## src/rtl/pc_reg_if.sv

```systemverilog
`default_nettype none
// ============================================================================
// Module      : pc_reg_if
// Description : Bundle between next-PC select logic (master) and the
//               program-counter register (slave). The instret trace signal
//               exists only when PC_TRACE_EN is defined.
// Revision    : 1.0 - initial release
// ============================================================================
interface pc_reg_if #(
  parameter int WIDTH = 32
);
  logic             en;
  logic [WIDTH-1:0] pcNext;
  logic [WIDTH-1:0] pc;
  logic [WIDTH-1:0] pcPlus4;
  logic             misaligned;
`ifdef PC_TRACE_EN
  logic [63:0]      instret;
`endif

  // Next-PC logic: drives the load request, observes the current PC.
  modport master (
    output en,
    output pcNext,
`ifdef PC_TRACE_EN
    input  instret,
`endif
    input  pc,
    input  pcPlus4,
    input  misaligned
  );

  // PC register: accepts the load request, publishes the current PC.
  modport slave (
    input  en,
    input  pcNext,
`ifdef PC_TRACE_EN
    output instret,
`endif
    output pc,
    output pcPlus4,
    output misaligned
  );
endinterface
`default_nettype wire

```

## src/rtl/pc_reg.sv

```systemverilog
`default_nettype none
// ============================================================================
// Module      : pc_reg
// Description : Program-counter register of the single-cycle RISC-V core.
//               Loads pcNext on a rising clk edge when en is high, holds it
//               otherwise. Supplies pc + 4 and a misalignment flag.
//               Optional macro PC_TRACE_EN adds a 64-bit instret counter of
//               load cycles.
// Revision    : 1.0 - initial release
// ============================================================================
module pc_reg #(
  parameter int               WIDTH        = 32,
  parameter logic [WIDTH-1:0] RESET_VECTOR = {WIDTH{1'b0}}
) (
  input  wire logic clk,
  input  wire logic rst_n,
  pc_reg_if.slave   bus
);

  logic [WIDTH-1:0] r_pc;

  // PC state: async reset to the vector, load pcNext unmasked when enabled.
  always_ff @(posedge clk or negedge rst_n) begin
    if (!rst_n) begin
      r_pc <= RESET_VECTOR;
    end else if (bus.en) begin
      r_pc <= bus.pcNext;
    end
  end

  assign bus.pc         = r_pc;
  // Wraps modulo 2^WIDTH naturally through the fixed-width add.
  assign bus.pcPlus4    = r_pc + WIDTH'(4);
  // Flag only; the register never masks the low bits.
  assign bus.misaligned = |r_pc[1:0];

`ifdef PC_TRACE_EN
  logic [63:0] r_instret;

  // Retired-load counter: counts every enabled edge, wraps at 2^64.
  always_ff @(posedge clk or negedge rst_n) begin
    if (!rst_n) begin
      r_instret <= 64'd0;
    end else if (bus.en) begin
      r_instret <= r_instret + 64'd1;
    end
  end

  assign bus.instret = r_instret;
`else
  // Trace counter not built in this configuration.
`endif

endmodule
`default_nettype wire

```

## src/flat_wrapper.sv

```systemverilog
// flat-port wrapper written by rule: the top's interface ports become plain ports
module pc_reg_flat 
#(
  parameter int               WIDTH        = 32,
  parameter logic [WIDTH-1:0] RESET_VECTOR = {WIDTH{1'b0}}
)
  (clk, rst_n, bus_en, bus_pcNext, bus_pc, bus_pcPlus4, bus_misaligned);
  pc_reg_if #(.WIDTH(WIDTH)) bus_i ();
  input  wire logic clk;
  input  wire logic rst_n;
  input wire logic [$bits(bus_i.en)-1:0] bus_en;
  input wire logic [$bits(bus_i.pcNext)-1:0] bus_pcNext;
  output wire logic [$bits(bus_i.pc)-1:0] bus_pc;
  output wire logic [$bits(bus_i.pcPlus4)-1:0] bus_pcPlus4;
  output wire logic [$bits(bus_i.misaligned)-1:0] bus_misaligned;
  assign bus_i.en = bus_en;
  assign bus_i.pcNext = bus_pcNext;
  assign bus_pc = bus_i.pc;
  assign bus_pcPlus4 = bus_i.pcPlus4;
  assign bus_misaligned = bus_i.misaligned;
  pc_reg #(.WIDTH(WIDTH), .RESET_VECTOR(RESET_VECTOR)) u_core (.clk(clk), .rst_n(rst_n), .bus(bus_i));
endmodule
```

## config.mk

```make
export PLATFORM = sky130hd
export DESIGN_NAME = pc_reg_flat
export DESIGN_NICKNAME = d
export VERILOG_FILES = /design/src/rtl/pc_reg_if.sv /design/src/rtl/pc_reg.sv /design/src/flat_wrapper.sv
export SDC_FILE = /design/constraint.sdc
export NUM_CORES = 1
export LEC_CHECK = 0
export ABC_AREA = 1
export BUFFER_PORTS_ARGS = -buffer_cell sky130_fd_sc_hd__buf_4
export CORE_MARGIN = 3
export CORE_UTILIZATION = 42
export DETAILED_ROUTE_END_ITERATION = 8
export PLACE_DENSITY = 0.77
export SLEW_MARGIN = 40
export SYNTH_ARGS = -nofsm -noshare
export SYNTH_HDL_FRONTEND = slang
export SYNTH_SLANG_ARGS = --single-unit
```

## constraint.sdc

```tcl
create_clock -name clk -period 1.4 [get_ports clk]
set_input_delay 0.21 -clock clk [delete_from_list [all_inputs] [get_ports clk]]
set_output_delay 0.21 -clock clk [all_outputs]
set_load 0.05 [all_outputs]
```

==> results.py <==
metrics = {
    "run_status": {
        "outcome": "finished, violations left",
        "violations": "setup timing",
    },
    "timing": {
        "worst_hold_slack_ns": 0.1221,
        "slew_headroom_pct": 70.27,
        "skew_ns": 0,
        "max_freq_mhz": 473.4,
        "fin_crit_sh_pct": 150.9,
        "hold_violations": 0,
        "worstMarginPinSlew_ns": 0.4459,
        "min_period_ns": 2.112,
        "final_max_slew_viol_count": 0,
        "layout_setup_ws_ns": -0.7122,
        "rsz0062_at_grt": "yes",
        "setup_viol": 31,
    },
    "worst_setup_path": {
        "worstSetupEndpointType": "output port",
        "ff2ff_path_depth": 6,
        "r2r_setup_slack_ns": 0.20,
        "required_ns": 1.19,
        "timing.rr.start": "u_core.bus.pc[2]",
        "cp_num_buf_inv": 2,
        "max_stage_delay_ns": 0.41,
        "worstPathCellList": "nand2_1 -> nor2_1 -> inv_1 -> nor2_4 -> nand2_1 -> nand2_2 -> nand2_4 -> buf_6",
        "timing.rr.end": "u_core.bus.pc[2]",
        "crit_family": "simple AND/OR/NAND/NOR gates",
        "critPathKind": "reg2out",
        "crit_path_start_kind": "flop",
        "slowest_stage": "dfrtp_1",
        "crit_top_cell": "nand2_1",
        "critPathArrivalTime_ns": 1.90,
        "crit_path_max_fanout": 3,
    },
    "min_path": {
        "holdCritPathClass": "in2reg",
        "hold_end": "u_core.bus.pc[28]",
        "min_path_cells": 3,
        "hold_start": "bus_pcNext[28]",
    },
    "global_routing": {
        "grt_pass1_wl_um": 13050,
        "track_usage_pct": 31.09,
        "grt_max_degree": 40,
        "overflow": 0,
        "grt_pass1_vias": 2678,
        "antenna_found_initial": 0,
    },
    "logic_synthesis": {
        "synth_fa_ha_area_share_pct": 0.6207,
        "synth_commonest_cells": "nand2_1, dfrtp_1, nor2_1",
        "synth_mux_area_share_pct": 6.145,
        "synth_area_per_cell_um2": 7.225,
        "synth_most_common_cell": "nand2_1",
        "synth-edff-count": 0,
        "synth_area_um2": 2016,
        "yosys.area.top_type": "dfrtp_1",
        "ys_types": 17,
        "ys_seq_area_share_pct": 39.73,
        "ys.flop_type": "dfrtp_1",
        "synth_top_family_by_area": "simple AND/OR/NAND/NOR gates",
        "synth_warnings": 0,
        "ys_top_cells_by_area": "dfrtp_1, nand2_1, xor2_1",
        "synth-seq-cells": 32,
        "netlist.area_leader.share_pct": 39.73,
        "syn_nets": 315,
        "yosys.area_share.simple_pct": 34.39,
        "synth_xor_area_share_pct": 6.518,
        "synth_compound_area_share_pct": 5.214,
        "syn_inst": 279,
        "synth-async-reset-ratio_pct": 100.0,
    },
    "route": {
        "vias_per_cell": 5.413,
        "via_count": 2674,
        "drc": 0,
        "drt_pass1_iterations": 5,
        "drtIter0Drc": 272,
        "wl_per_cell_um": 19.66,
        "drt_wl_total_um": 9712,
        "ant_nets": 0,
    },
    "floorplanning": {
        "initial_core_util_pct": 44.75,
        "core_um2": 4504,
        "num_rows": 24,
        "fp.dieH_um": 75.28,
        "die_area_um2": 5666,
        "pin_count": 100,
        "die_w_um": 75.28,
    },
    "final_layout": {
        "largest_reg_flops": 32,
        "n_fill_cell": 173,
        "diodes": 0,
        "syn_to_final_growth_pct": 105.0,
        "fin_area_um2": 4133,
        "drive_gt1_share_pct": 62.67,
        "layout.nets": 477,
    },
    "clocking": {
        "path_clk_slew_ns": 0.07,
        "cts_max_level": 2,
        "cts.sinks": 32,
        "max-clock-path-buffers": 2,
        "clk_latency_ns": 0.29,
        "cts_inserted_buffers": 5,
        "clock-root-buffer": "clkbuf_8",
        "cts_tree": "built",
    },
    "power": {
        "powerDensity_nw_per_um2": 918.5,
        "p_total_uw": 3796,
        "ir_drop_uv": 822.7,
        "leakage_uw": 0.001965,
    },
    "place": {
        "dp_slack_ns": -0.3873,
        "port_buffers": 99,
        "place_congestion": 0.8847,
        "placed_cell_area_um2": 3521,
        "place_hpwl_um": 5307,
    },
    "flow_run": {
        "drv_cap": 0,
    },
}
[worst max path at each step]
stage / slack, ns / cells past startpoint / endpoint / from
final: -0.71 / 8 / bus_pcPlus4[29] / u_core.bus.pc[10]
after detailed placement: -0.39 / 8 / bus_pcPlus4[26] / u_core.bus.pc[2]
after global routing: -0.71 / 8 / bus_pcPlus4[11] / u_core.bus.pc[2]
after floorplan: -0.60 / 5 / bus_pcPlus4[11] / u_core.bus.pc[2]
after CTS: -0.62 / 8 / bus_pcPlus4[27] / u_core.bus.pc[2]
after global placement: -0.34 / 8 / bus_pcPlus4[26] / u_core.bus.pc[2]
[what timing repair did]
| item | 4_1_cts | 5_1_grt |
|---|---|---|
| endpoints found under the hold margin | 32 | 0 |
| endpoints found under the setup margin | 29 | 30 |
| setup buffers | 10 | 7 |
| hold buffers | 1 | 0 |
| resized for setup | 73 | 32 |
| pin swaps | 20 | 15 |
[final cells by class]
cell class | count | area (um2) | area share, %
inverters | 29 | 112.6 | 2.725
well taps | 52 | 65.06 | 1.574
repair buffers | 163 | 1439 | 34.82
flip-flops and latches | 32 | 812.0 | 19.65
clock buffers | 8 | 90.09 | 2.180
multi-input cells | 210 | 1614 | 39.06
[cells by family after synthesis]
| logic type | count (synthesis) |
|---|---|
| multiplexers | 11 |
| flip-flops | 32 |
| adder cells (fa/ha/maj) | 1 |
| AO/OA/AOI/OAI | 21 |
| AND/OR/NAND/NOR | 162 |
| XOR/XNOR | 15 |
| buffers and inverters | 37 |
[report_power, final]
group	leakage [uW]	internal, uW	total [uW]	switching [uW]
logic	0.00154	702	1910	1210
clock network	0.0000455	401	775	374
registers	0.000374	1020	1110	96.4
[layout by cell type (no fill, tap or decap), types with 2 or more instances in the layout]
cell type	netlist	layout
buf_6	0	34
and2_1	3	2
buf_12	0	2
inv_1	29	28
o21ai_0	21	21
dfrtp_2	0	9
nand3_2	0	10
mux2_2	11	11
xor2_2	0	5
nand3_4	0	2
nand2_2	2	18
clkbuf_1	4	2
nor2_2	4	10
nor2_1	30	18
nand2_4	1	20
nand2_1	103	68
dfrtp_1	32	23
buf_8	0	8
nand3_1	14	2
clkbuf_8	0	6
nor2_4	5	11
xor2_4	0	10
buf_4	2	118
[worst min-delay path, stage by stage]
cell	delay, ns
buf_4	0.08
nand2_1	0.04
o21ai_0	0.05
[routing by layer]
layer	global-route usage, %	share of wire, %	vias to the layer above	routed length, um
met2	53.48	51	182	4994
met4	14.56	3.8	0	370
met5	0	0	-	0
li1	-	-	1167	-
met1	36.40	37	1287	3567
met3	7.610	8.0	38	779
[through the flow]
stage	setup TNS (ns)	instances	util, %
final	-16.02	494	91.75
after global routing	-17.21	494	91.75
after CTS	-14.49	488	88.25
after detailed placement	-6.662	470	78.17
after global placement	-5.389	470	78.17
after floorplan	-14.05	279	-
Note: power is estimated with default switching activity, not from simulation.
